### src/rtl/aes_pkg.sv
// rtl/aes_pkg.sv - shared AES block types and packer state encoding
package aes_pkg;

  localparam int BLOCK_WIDTH = 128;
  localparam int BLOCK_BYTES = BLOCK_WIDTH / 8;

  typedef logic [BLOCK_WIDTH-1:0] block_t;
  typedef logic [BLOCK_BYTES-1:0] keep_t;

  typedef enum logic {
    FILL = 1'b0,
    OUT  = 1'b1
  } packer_state_t;

endpackage

### src/rtl/keep_check.sv
// rtl/keep_check.sv - flags byte-keep patterns that break the MSB-first contiguous rule
module keep_check #(
  parameter int KW = 4
) (
  input  logic [KW-1:0] i_tkeep,
  input  logic          i_tlast,
  output logic          o_err
);

  logic w_noncontig;
  logic w_partial;

  // A valid byte below an invalid one means a hole in the MSB-first run.
  always_comb begin
    w_noncontig = 1'b0;
    for (int j = 0; j < KW - 1; j++) begin
      if (i_tkeep[j] && !i_tkeep[j+1]) begin
        w_noncontig = 1'b1;
      end
    end
  end

  assign w_partial = !i_tlast && (i_tkeep != {KW{1'b1}});
  assign o_err     = w_noncontig | w_partial;

endmodule

### src/rtl/axis_block_packer.sv
// rtl/axis_block_packer.sv - packs narrow byte-stream words into AES-width blocks
module axis_block_packer
  import aes_pkg::*;
#(
  parameter int S_TDATA_WIDTH = 32,
  parameter int BLOCK_WIDTH   = aes_pkg::BLOCK_WIDTH
) (
  input  logic                       clk,
  input  logic                       rst_n,
  input  logic [S_TDATA_WIDTH-1:0]   s_axis_tdata,
  input  logic [S_TDATA_WIDTH/8-1:0] s_axis_tkeep,
  input  logic                       s_axis_tvalid,
  output logic                       s_axis_tready,
  input  logic                       s_axis_tlast,
  output logic [BLOCK_WIDTH-1:0]     m_axis_tdata,
  output logic [BLOCK_WIDTH/8-1:0]   m_axis_tkeep,
  output logic                       m_axis_tvalid,
  input  logic                       m_axis_tready,
  output logic                       m_axis_tlast,
  output logic                       err
);

  localparam int WORDS = BLOCK_WIDTH / S_TDATA_WIDTH;
  localparam int KW    = S_TDATA_WIDTH / 8;
  localparam int BB    = BLOCK_WIDTH / 8;
  localparam int IDX_W = (WORDS > 1) ? $clog2(WORDS) : 1;

  packer_state_t r_state, w_next_state;

  logic [IDX_W-1:0]         r_idx, w_idx_nxt, w_wr_idx;
  logic [BLOCK_WIDTH-1:0]   r_block, w_block_nxt;
  logic [BB-1:0]            r_keep, w_keep_nxt;
  logic                     r_last, w_last_nxt;
  logic                     r_err;
  logic [S_TDATA_WIDTH-1:0] w_word_masked;
  logic                     w_s_hs, w_m_hs, w_keep_err;

  keep_check #(
    .KW(KW)
  ) u_keep_check (
    .i_tkeep(s_axis_tkeep),
    .i_tlast(s_axis_tlast),
    .o_err  (w_keep_err)
  );

  assign w_s_hs = s_axis_tvalid & s_axis_tready;
  assign w_m_hs = m_axis_tvalid & m_axis_tready;

  always_comb begin
    w_word_masked = '0;
    for (int j = 0; j < KW; j++) begin
      w_word_masked[8*j +: 8] = s_axis_tkeep[j] ? s_axis_tdata[8*j +: 8] : 8'h00;
    end
  end

  always_ff @(posedge clk or negedge rst_n) begin
    if (!rst_n) begin
      r_state <= FILL;
    end else begin
      r_state <= w_next_state;
    end
  end

  // In OUT the input side only moves together with the output side, so a new
  // packet's first word can land in the same cycle the finished block leaves.
  always_comb begin
    w_next_state  = r_state;
    m_axis_tvalid = 1'b0;
    s_axis_tready = 1'b0;
    case (r_state)
      FILL: begin
        s_axis_tready = rst_n;
        if (w_s_hs && ((r_idx == IDX_W'(WORDS - 1)) || s_axis_tlast)) begin
          w_next_state = OUT;
        end
      end
      OUT: begin
        m_axis_tvalid = 1'b1;
        s_axis_tready = rst_n & m_axis_tready;
        if (w_m_hs) begin
          w_next_state = (w_s_hs && (s_axis_tlast || (WORDS == 1))) ? OUT : FILL;
        end
      end
      default: w_next_state = FILL;
    endcase
  end

  always_comb begin
    w_block_nxt = r_block;
    w_keep_nxt  = r_keep;
    w_idx_nxt   = r_idx;
    w_last_nxt  = r_last;
    w_wr_idx    = r_idx;
    if (w_m_hs) begin
      w_block_nxt = '0;
      w_keep_nxt  = '0;
      w_idx_nxt   = '0;
      w_last_nxt  = 1'b0;
      w_wr_idx    = '0;
    end
    if (w_s_hs) begin
      for (int i = 0; i < WORDS; i++) begin
        if (w_wr_idx == IDX_W'(i)) begin
          w_block_nxt[BLOCK_WIDTH-1-i*S_TDATA_WIDTH -: S_TDATA_WIDTH] = w_word_masked;
          w_keep_nxt[BB-1-i*KW -: KW] = s_axis_tkeep;
        end
      end
      w_idx_nxt  = w_wr_idx + IDX_W'(1);
      w_last_nxt = s_axis_tlast;
    end
  end

  always_ff @(posedge clk or negedge rst_n) begin
    if (!rst_n) begin
      r_idx   <= '0;
      r_block <= '0;
      r_keep  <= '0;
      r_last  <= 1'b0;
      r_err   <= 1'b0;
    end else begin
      r_idx   <= w_idx_nxt;
      r_block <= w_block_nxt;
      r_keep  <= w_keep_nxt;
      r_last  <= w_last_nxt;
      r_err   <= r_err | (w_s_hs & w_keep_err);
    end
  end

  assign m_axis_tdata = r_block;
  assign m_axis_tkeep = r_keep;
  assign m_axis_tlast = r_last;
  assign err          = r_err;

endmodule

### config.mk
export PLATFORM = sky130hd
export DESIGN_NAME = axis_block_packer
export DESIGN_NICKNAME = d
export VERILOG_FILES = /design/src/rtl/aes_pkg.sv /design/src/rtl/keep_check.sv /design/src/rtl/axis_block_packer.sv
export SDC_FILE = /design/constraint.sdc
export NUM_CORES = 1
export LEC_CHECK = 0
export BUFFER_PORTS_ARGS = -buffer_cell sky130_fd_sc_hd__buf_2
export CAP_MARGIN = 0
export CORE_MARGIN = 1.5
export CORE_UTILIZATION = 42
export CTS_CLUSTER_DIAMETER = 120
export DETAILED_ROUTE_END_ITERATION = 12
export HOLD_SLACK_MARGIN = 0.05
export PLACE_DENSITY = 0.64
export SYNTH_ARGS = -nofsm -noshare
export SYNTH_HDL_FRONTEND = slang
export SYNTH_SLANG_ARGS = --single-unit
### constraint.sdc
create_clock -name clk -period 2.61 [get_ports clk]
set_input_delay 0 -clock clk [delete_from_list [all_inputs] [get_ports clk]]
set_output_delay 0 -clock clk [all_outputs]
set_load 0.005 [all_outputs]
After elaboration in Yosys (flattened, before gate mapping)

Cells that the tools add are included.

Add/subtract/negate cells: 1
Multipliers: 0
Div/mod/pow operators: 0
$lt $le $gt $ge: 0
Eq/ne operators: 5
Shifts and indexed selects: 0
Multiplexer cells: 29
Bitwise gates (word level): 7
Reduce and logical (&&, ||, !) cells: 13

Operators by type and width:

| cell                | count |
|---|---|
| $mux 128            | 2 |
| $mux 32             | 4 |
| $mux 16             | 2 |
| $mux 8              | 4 |
| $mux 4              | 4 |
| $mux 1              | 9 |
| $eq 2x2->1 const B  | 3 |
| $logic_and 1x1->1   | 6 |
| $and 1x1->1         | 4 |
| $logic_not 1->1     | 4 |
| $mux 2              | 2 |
| $ne 4x4->1 const B  | 1 |
| $pmux 1 s2          | 2 |
| $add 2x1->2 const B | 1 |
| $eq 2x1->1 const B  | 1 |
| $logic_not 2->1     | 1 |
| $or 1x1->1          | 2 |
| $reduce_bool 2->1   | 1 |
| $logic_or 1x1->1    | 1 |
| $not 1->1           | 1 |

Register bits after elaboration: 149
Bits in latches: 0
Memory bits (writable): 0
Memory bits (read-only): 0
Input port bits: 41
Output and inout bits: 148
Word-level logic and storage cells: 61
Memories: 0

Logic depth before layout (Yosys ltp)

Gate-level depths: netlist of run 1.

Depth after elaboration: 8
Depth in mapped cells: 8
Depth with buffers taken out: 6

Modules after synthesis

A second synthesis of run 1 with hierarchy kept.

Cell total of the unflattened synthesis: 636
Area total of the unflattened synthesis: 7284.5 um^2

By module, submodules not included:

| module            | instances | cells an instance | area an instance (um^2) | seq. area each (um^2) |
|---|---|---|---|---|
| axis_block_packer | 1         | 633               | 7254.5                  | 3728.6 |
| keep_check        | 1         | 3                 | 30.0                    | 0.0 |

Worst setup path before layout of run 1

Ideal clock, no wire load.

Path kind: reg-to-reg
Start point: reg r_state
End point: reg r_block[90] (netlist: m_axis_tdata[90])
Library setup time: 0.122 ns
Arrival time: 1.818 ns
Data required time: 2.488 ns
Slack: 0.671 ns
Cell stages (with the launch flop): 9
Buffers on the path: 2
Period minus slack after synthesis: 1.939 ns
Cells stage by stage: dfrtp_1 -> nand2_1 -> nand2_1 -> inv_1 -> ha_1 -> clkbuf_1 -> a31oi_4 -> buf_4 -> a32o_1

Longest elaborated chain between the ends: 6
Elaborated cells between the ends (all ways): 10
Those cells by class: 1 x eq/ne; 6 x mux; 3 x bitwise

Ends and longest elaborated chain:

| item                     | RTL line                 | RTL |
|---|---|---|
| start: declaration       | axis_block_packer.sv:28  | `packer_state_t r_state, w_next_state;` |
| start signal: assignment | axis_block_packer.sv:60  | `r_state <= w_next_state;` |
| $mux 1                   | axis_block_packer.sv:70  | `case (r_state)` |
| $and 1x1->1              | axis_block_packer.sv:47  | `assign w_m_hs = m_axis_tvalid & m_axis_tready;` |
| $mux 2                   | -                        |  |
| $eq 2x1->1               | axis_block_packer.sv:103 | `if (w_wr_idx == IDX_W'(i)) begin` |
| $mux 32                  | axis_block_packer.sv:103 |  |
| $mux 128 (*)             | axis_block_packer.sv:101 | `if (w_s_hs) begin` |
| via w_block_nxt[90]      | axis_block_packer.sv:31  | `logic [BLOCK_WIDTH-1:0] r_block, w_block_nxt;` |
| end signal: assignment   | axis_block_packer.sv:122 | `r_block <= w_block_nxt;` |
| end: declaration         | axis_block_packer.sv:31  |  |

Mark *: on every way through the listed nets, which the timed path passes. The rest lies on a longest branch.
A chain may end at the register's enable or synchronous reset.

Final worst setup path of run 1

Start point: reg r_state
End point: reg r_keep[9] (netlist: m_axis_tkeep[9])

Longest elaborated chain between the ends: 6
Elaborated cells between the ends (all ways): 10
Those cells by class: 1 x eq/ne; 6 x mux; 3 x bitwise

Ends and longest elaborated chain:

| item                   | RTL line                 | RTL |
|---|---|---|
| $mux 1                 | axis_block_packer.sv:70  |  |
| $and 1x1->1            | axis_block_packer.sv:47  |  |
| $mux 2                 | -                        |  |
| $eq 2x1->1             | axis_block_packer.sv:103 |  |
| $mux 4                 | axis_block_packer.sv:103 |  |
| $mux 16 (*)            | axis_block_packer.sv:101 |  |
| via w_keep_nxt[9]      | axis_block_packer.sv:32  | `logic [BB-1:0] r_keep, w_keep_nxt;` |
| end signal: assignment | axis_block_packer.sv:123 | `r_keep <= w_keep_nxt;` |
| end: declaration       | axis_block_packer.sv:32  |  |

Marks and branches as above.

==> metrics list, run 1 <==
- In the final routed layout, each cell accounts on average for around 21 um.
- After synthesis, flip-flops and latches occupy 63.2% of the total area.
- Vias per cell: 5.88
* CTS Buf Count: 17
- Gr ovfl total: 0
- Hold Path End: r_state
* Count of antenna-violating nets left after detailed routing: 0
* Number of primary I/O pins: 189
* Synth cell types: 27
- The layout has roughly 1,200 filler cells.
* GP Congestion: around 0.79
* Global router's overall resource usage: a little under a quarter
- Of the available clock period, the critical path in the final layout requires 92.5%.
- Setup repair after global routing left no endpoint under its margin.
* CTS H-Tree Depth: 4
- Based on the critical path, the design can be clocked at up to 0.414 GHz.
- Buf+Inv Stages, Crit Path: 1
- The initialized floorplan defines 43 standard-cell rows.
* Max-slew violation count: 0
- Reg-to-Reg End: m_axis_tkeep[9]
- Summing all flip-flop and latch instances after layout gives 3730 um2.
- Synthesized Nets: 430
- CP top delay family: compound AO/OA/AOI/OAI gates
- Pre-antenna DRT Iters: 5
* Data arrival at the endpoint of the critical path: ~2.8 ns
- The setup path with the least slack is of type reg2reg.
* Final Setup Violations: 0
* Post-route minimum period: 2.42 ns
* Clock-pin slew of the registers on the worst-case setup and hold paths: roughly 0.06 ns
- Run status: finished clean
- After legalization and detailed placement, the total HPWL measured 10,200 um.
- On the worst path, the slowest cell contributes a delay of 0.91 ns.
- The die is between 100 and 150 um tall.
- Bufs on Longest Clock Path: 2
- N_diodes: 0
* Clock root buffer: sky130_fd_sc_hd__clkbuf_16
* Vias in the first global route: about 4,700
- Actual transition at the worst max-transition pin: 1.29 ns
* Width of the die: between 100 and 150 um
- Entering global routing, the biggest net connects 77 pins.
- Number of vias in the routed layout: roughly 4,700
- Avg Inst Size Synth: 15.4 um2
- First-pass GRT wire length: approximately 26,000 um
- In the final layout, the multi-input gates occupy between 1500 and 2000 um2.
- Crit path top cell by count: sky130_fd_sc_hd__nand2_1
- Number of instances in the synthesized netlist: 384
- The initial antenna violation count came to 0.
* WHS Path Cells: 3
- Internal reg-to-reg setup slack: 0.19 ns
- The core region is 13,800 um2.
* Hold Crit Start: m_axis_tready
- The worst pin sits at a relative slew slack of between 10 and 15%.
- Clock latency on the worst-skew pair, taken at its later pin, is 0.42 ns.
- In this run the tool buffered the top-level ports with around 190 buffer cells.
- Share of the synthesized area in compound gates (AO/OA/AOI/OAI): roughly 26%
- Post-synthesis simple-gate area fraction: 3.01%
- Max-cap violations in this run came to 0.
* Critical-path cell list: nand2_1, nand2_1, inv_1, ha_2, a31oi_4, a22o_1
- VDD sags by at most roughly 650 uV.
- Of the cells placed in the final design, the portion with a size suffix greater than 1 is 44.9%.
- Final total negative setup slack: 0 ns
- For this run, the number of Yosys warnings is 0.
- Signed area change from the synthesized netlist to the final layout: 33.9%
- Of the total synthesized cell area, the portion taken by full adders, half adders and majority gates is about 1.1%.
- Starting Density: a little over two fifths
- CP Data Required Time: just under 3 ns
- Across the routed clock network, the largest skew measured is between 0.01 and 0.015 ns.
- STA classifies the critical path startpoint as a flip-flop.
* Largest driver fanout on the critical path: 36
- Die area: around 15,000 um2
* Parity-gate share of the synthesized area counting xor and xnor cells: 0.148%
- The synthesized netlist occupies a cell area of between 5000 and 6000 um2.
- Net count of the finished layout: ~650
- Commonest cells after routing, fill and taps aside: sky130_fd_sc_hd__buf_2, sky130_fd_sc_hd__dfrtp_1, sky130_fd_sc_hd__a32o_1
* Final-report hold violation count: 0
- Counting cells, the worst reg-to-reg path comes to 6.
* Total power density per cell area: 985 nW/um2
- TritonCTS built the clock tree.
- For this design, the slowest cell found on the critical path is sky130_fd_sc_hd__a31oi_4.
- The library cell used most frequently in the layout, excluding fill and tap cells, is sky130_fd_sc_hd__buf_2.
* Main combinational cell family by area after synthesis: compound AO/OA/AOI/OAI gates
- Summed over all cells, the static leakage comes to approximately 4.2 nW.
- Clock net sink count: about 150
* Critical path capture point type: flip-flop
* DRC violation count after routing: 0
- Cells fill between 50 and 60% of the core in the end.
- Synthesis inferred roughly 150 register bits.
* Overall routed net length: 17,000 um
- The min-delay analysis places its worst path in the category in2reg.
* Multiplexer area fraction after synthesis: between 1 and 1.5%
* DRC marker count from the first detailed-route iteration: about 390
- The startpoint identified for the worst register-to-register timing path is r_state.
==> through the flow <==
stage | instance area, um2 | worst slack, ns | hold slack, ns | total power [mW] | instances
6_report | 7900 | 0.195 | 0.0766 | 7.78 | 793
5_1_grt | 7900 | 0.00504 | 0.110 | 8.15 | 793
4_1_cts | 7880 | 0.112 | 0.0693 | 7.80 | 792
3_5_place_dp | 6880 | 0.177 | -0.194 | 5.26 | 720
3_3_place_gp | 6880 | 0.347 | -0.197 | 5.18 | 720
2_1_floorplan | 5900 | 0.671 | -0.296 | 4.24 | 384
==> cell families after synthesis <==
family / after synthesis
and+or+nand+nor: 26
DFF: 149
buffers and inverters: 49
AOI/OAI and AO/OA: 148
adders and majority gates: 5
muxes: 6
xor gates and xnor gates: 1
==> report_power, final <==
part / internal, mW / total, mW / switching, mW
Clock: 1.53 / 2.47 / 0.942
Sequential: 2.85 / 3.16 / 0.310
Combinational: 0.957 / 2.14 / 1.19
Total: 5.34 / 7.78 / 2.44
==> layer usage <==
metal	wire length, um	share of wire [%]	vias up	track usage (%)
li1	-	-	2008	-
met1	7280	43	2437	29.1
met2	8470	50	186	38.4
met3	869	5.1	30	4.54
met4	409	2.4	0	9.63
met5	0	0	-	0
==> how the worst max path moves through the flow <==
stage	cells after the start	slack, ns	startpoint	end
2_1_floorplan	8	0.67	r_state	m_axis_tdata[90]
3_5_place_dp	6	0.18	r_state	m_axis_tkeep[0]
3_3_place_gp	6	0.35	r_state	m_axis_tkeep[2]
4_1_cts	6	0.11	r_state	m_axis_tkeep[1]
5_1_grt	6	0.005	r_state	m_axis_tkeep[9]
6_report	6	0.19	r_state	m_axis_tkeep[9]
==> cell type report <==
| cell class | instances | share of cell area [%] |
|---|---|---|
| flip-flops and latches | 149 | 47.2 |
| multi-input cells | 187 | 23.7 |
| repair buffers | 238 | 18.3 |
| clock buffers | 21 | 5.70 |
| well taps | 180 | 2.85 |
| clock inverters | 11 | 1.92 |
| inverters | 7 | 0.333 |
==> cell usage after synthesis, drive strengths merged <==
master / instances / area (um2)
dfrtp: 149 / 3730
a31o: 1 / 8.76
nand2: 11 / 41.3
mux2: 1 / 11.3
xnor2: 1 / 8.76
nand4: 1 / 6.26
nor2b: 1 / 13.8
a32o: 127 / 1310
clkbuf: 15 / 56.3
nand3: 4 / 20.0
buf: 27 / 256
and2: 3 / 20.0
a31oi: 5 / 82.6
ha: 5 / 62.6
o21ai: 3 / 15.0
a22o: 12 / 105
inv: 7 / 26.3
nor2: 1 / 3.75
or2b: 1 / 7.51
nor3: 4 / 65.1
mux2i: 5 / 50.1
==> registers in the layout (all words and copies together) (netlist names) <==
| name | cells |
|---|---|
| r_idx | 2 |
| m_axis_tdata | 128 |
| m_axis_tlast | 1 |
| m_axis_tkeep | 16 |
| r_state | 1 |
| err | 1 |
==> worst min-delay path: cells and delay by family <==
family	cells	cell delay [ns]
compound gates	1	0.12
buf+inv	1	0.14
simple gates	1	0.19
==> timing repair <==
item,in CTS,in global routing
endpoints found under the hold margin,217,0
gates resized for setup,0,1
endpoints found under the setup margin,0,35
hold buffers,40,0
buffers inserted,0,0
Power figures use the tool's default switching activity.
==> run 2: changes to the inputs <==
--- a/config.mk
+++ b/config.mk
@@ -9,10 +9,11 @@
 export CAP_MARGIN = 0
 export CORE_MARGIN = 1.5
 export CORE_UTILIZATION = 42
-export CTS_CLUSTER_DIAMETER = 120
+export CTS_CLUSTER_DIAMETER = 40
 export DETAILED_ROUTE_END_ITERATION = 12
 export HOLD_SLACK_MARGIN = 0.05
-export PLACE_DENSITY = 0.64
+export PLACE_DENSITY = 0.62
 export SYNTH_ARGS = -nofsm -noshare
 export SYNTH_HDL_FRONTEND = slang
+export SYNTH_HIERARCHICAL = 1
 export SYNTH_SLANG_ARGS = --single-unit
==> metrics list, run 2 <==
- In the post-synthesis netlist, the cell with the most instances is sky130_fd_sc_hd__dfrtp_1.
* Dominant register cell in the synthesized netlist: sky130_fd_sc_hd__dfrtp_1
- Number of antenna violations at the first check in global routing: 1
* DRC marker count from the first detailed-route iteration: ~350
- Largest net degree at the start of global routing: 64
* Pre-antenna DRT Iters: 5
- Dividing the synthesized area by the synthesized cell count gives about 11 um2.
* Class of the most critical hold timing path: in2reg
* Commonest non-fill, non-tap cell in the layout: sky130_fd_sc_hd__buf_2
- Overall routed net length: ~21,000 um
- Measured on the finished design, the core utilization comes to between 50% and 60%.
- Counting flops and latches in the post-synthesis netlist gives between 100 and 150.
- Number of vias in the routed layout: 6,222
- The critical path is of the reg2reg type.
- The tool flagged a number of max-cap violations equal to 0.
* First-pass GRT wire length: between 30,000 and 40,000 um
- Clock skew on the completed layout was measured at 0.00607 ns.
* DIE HEIGHT: 135 um
* Cell row count: 47
- Along the worst path, the maximum fanout reaches 16.
* Buf+Inv Stages, Crit Path: 2
* Clock net sink count: 149
- In this run the power density over the cells is about 950 nW/um2.
* Maximum frequency from static timing analysis: 0.414 GHz
- The final hold violation count came to 0.
- DRC violation count after routing: 0
* Die area: ~18,000 um2
* Starting Density: about 43%
- In the finished design, the share of the clock period the worst path needs comes to just over 90%.
- CP top delay family: compound AO/OA/AOI/OAI gates
- Max-slew violation count: 0
* GP Congestion: between 0.7 and 0.8
- Post-CTS Setup Bufs: 0
- Counting distinct cell types in the post-synthesis netlist gives 32.
- Clock root buffer: sky130_fd_sc_hd__clkbuf_16
- Worst slack after detailed placement: 0.247 ns
- From left edge to right edge, the die measures ~130 um.
- Buffers inserted during clock tree synthesis total 17.
- The via count of the first global-routing pass was about 6,200.
- The net count of the finished layout is 855.
* Number of primary I/O pins: roughly 190
* # port buffers: 188
- Summed over all instances, the cell type with the most area after synthesis is sky130_fd_sc_hd__dfrtp_1.
* Flip-flop count of the largest register after layout: about 130
* Global router's overall resource usage: 23.9%
* Setup repair after global routing missed its margin: false
* Post-detailed-placement half-perimeter wirelength: between 10,000 and 15,000 um
- Placed Cells incl. Taps: around 1,000
- By count the netlist is led by sky130_fd_sc_hd__dfrtp_1, sky130_fd_sc_hd__nand2_1, sky130_fd_sc_hd__mux2i_1.
- The library cells used most frequently in the layout, excluding fill and tap cells, are sky130_fd_sc_hd__buf_2, sky130_fd_sc_hd__dfrtp_1, sky130_fd_sc_hd__nand2_1.
- The largest individual stage delay along the critical path comes from the cell sky130_fd_sc_hd__o31a_1.
- Global routing finished with a remaining overflow of 0.
* Count of antenna-violating nets left after detailed routing: 0
- Static Leak: roughly 4.8 nW
- Slowest stage delay, CP: 0.62 ns
- Critical path launch point type: flip-flop
- Counting every instance in the synthesized netlist gives between 600 and 700.
- Cell area after placement: between 8000 and 9000 um2
- Signed area change from the synthesized netlist to the final layout: 24.5%
- In this run the deepest clock path goes through 2 buffers.
* Largest cells by area after synthesis: sky130_fd_sc_hd__dfrtp_1, sky130_fd_sc_hd__mux2i_1, sky130_fd_sc_hd__o221ai_1, sky130_fd_sc_hd__a32o_1, sky130_fd_sc_hd__nand2_1
- Critical-path cell list: nand2_1, nand2_1, ha_1, inv_1, o31a_1, buf_4, a32o_1
- Run status: finished clean
- In this run, synthesis inferred 0 flip-flops with an integrated enable.
* Final instance count without filler cells: between 1,000 and 1,500
* Final total negative setup slack: 0 ns
- The smallest clock period supported by the final layout is computed as about 2.4 ns.
* WL/cell: 20.4 um
* Data arrival at the endpoint of the critical path: around 2.8 ns
- Across all hold checks on the routed design, the worst slack comes to approximately 0.070 ns.
* Worst ir drop on vdd: between 400 and 500 uV
- Setup slack on the critical path of the routed design comes to roughly 0.2 ns.
* Post-synth top area share: 51.2%
- Counting every net in the synthesized netlist gives 682.
- Area of the mapped netlist: about 7300 um2
- Counting stages on the worst path, the most repeated cell is sky130_fd_sc_hd__nand2_1.
* Yosys warning count: 6
- Of the cells placed in the final design, the portion with a size suffix greater than 1 is a little under a third.
- At the worst endpoint, the required time is a little under 3 ns.
- Filler cell count: ~1,500
- For the worst-skew pair, the clock arrives at the later sink with an insertion delay of ~0.42 ns.
* Vias per cell: 5.97
- CTS H-Tree Depth: 4
- Setup violations remaining at the end of the flow were counted as 0.
* Critical path capture point type: flip-flop
- Fraction of the yosys area taken by sequential cells: between 50% and 60%
* Actual transition at the worst max-transition pin: around 0.82 ns
* TritonCTS clock tree: built
- Clock-pin slew was measured on the worst setup and hold paths at 0.07 ns.
* Design area: 9070 um2
- The completed layout was analyzed and its total power is 8.59 mW.
- In this run the tightest slew margin relative to its limit is between 40% and 50%.
- The core region is 16,800 um2.
- Synth async-reset ratio: 100%
-- run 2: what timing repair did --
item,CTS,global route
gates resized for setup,0,0
hold endpoints to repair,118,0
hold buffers,12,0
-- run 2: report_power, final --
group          internal (mW)  switching [mW]
clock                   1.43            1.05
combinational           1.23            1.38
sequential              2.99           0.515
-- run 2: worst register-to-register path: stages, from the launching register on --
cell	delay, ns
sky130_fd_sc_hd__dfrtp_4	0.47
sky130_fd_sc_hd__nand2_1	0.21
sky130_fd_sc_hd__nand2_1	0.21
sky130_fd_sc_hd__ha_1	0.24
sky130_fd_sc_hd__inv_1	0.06
sky130_fd_sc_hd__o31a_1	0.62
sky130_fd_sc_hd__buf_4	0.38
sky130_fd_sc_hd__a32o_1	0.18
-- run 2: logic make-up after synthesis --
kind of cell	share of synthesized area, %
buf+inv	5.15
compound gates	19.5
mux	13.0
flops	51.2
xor+xnor	0.120
fa+ha+maj	0.859
simple gates	10.2
-- run 2: final timing paths --
check,startpoint,slack (ns),to,cells past startpoint
setup / recovery,r_state,0.20,m_axis_tdata[96],7
hold / removal,s_axis_tkeep[1],0.07,m_axis_tkeep[13],3
setup reg to reg,r_state,0.20,m_axis_tdata[96],7
hold reg to reg,err,0.46,err,1
max in group asynchronous,rst_n,1.18,m_axis_tdata[46],4
min in group asynchronous,rst_n,0.27,m_axis_tdata[86],3
-- run 2: cell type report --
cell class | instances | area [um2] | share of cell area (%)
tap | 220 | 275 | 3.04
antenna | 1 | 2.50 | 0.0276
timing repair buffer | 218 | 1240 | 13.7
multi-input combinational | 419 | 3210 | 35.4
sequential | 149 | 3730 | 41.2
clock inverter | 15 | 170 | 1.88
clock buffer | 17 | 425 | 4.69
inverter | 4 | 15.0 | 0.166
-- run 2: per-layer routing --
| layer | share of wire, % | track usage, % | up-vias |
|---|---|---|---|
| li1 | - | - | 2801 |
| met1 | 43 | 31.9 | 3171 |
| met2 | 49 | 39.1 | 229 |
| met3 | 6.8 | 5.63 | 21 |
| met4 | 1.3 | 6.69 | 0 |
| met5 | 0 | 0 | - |
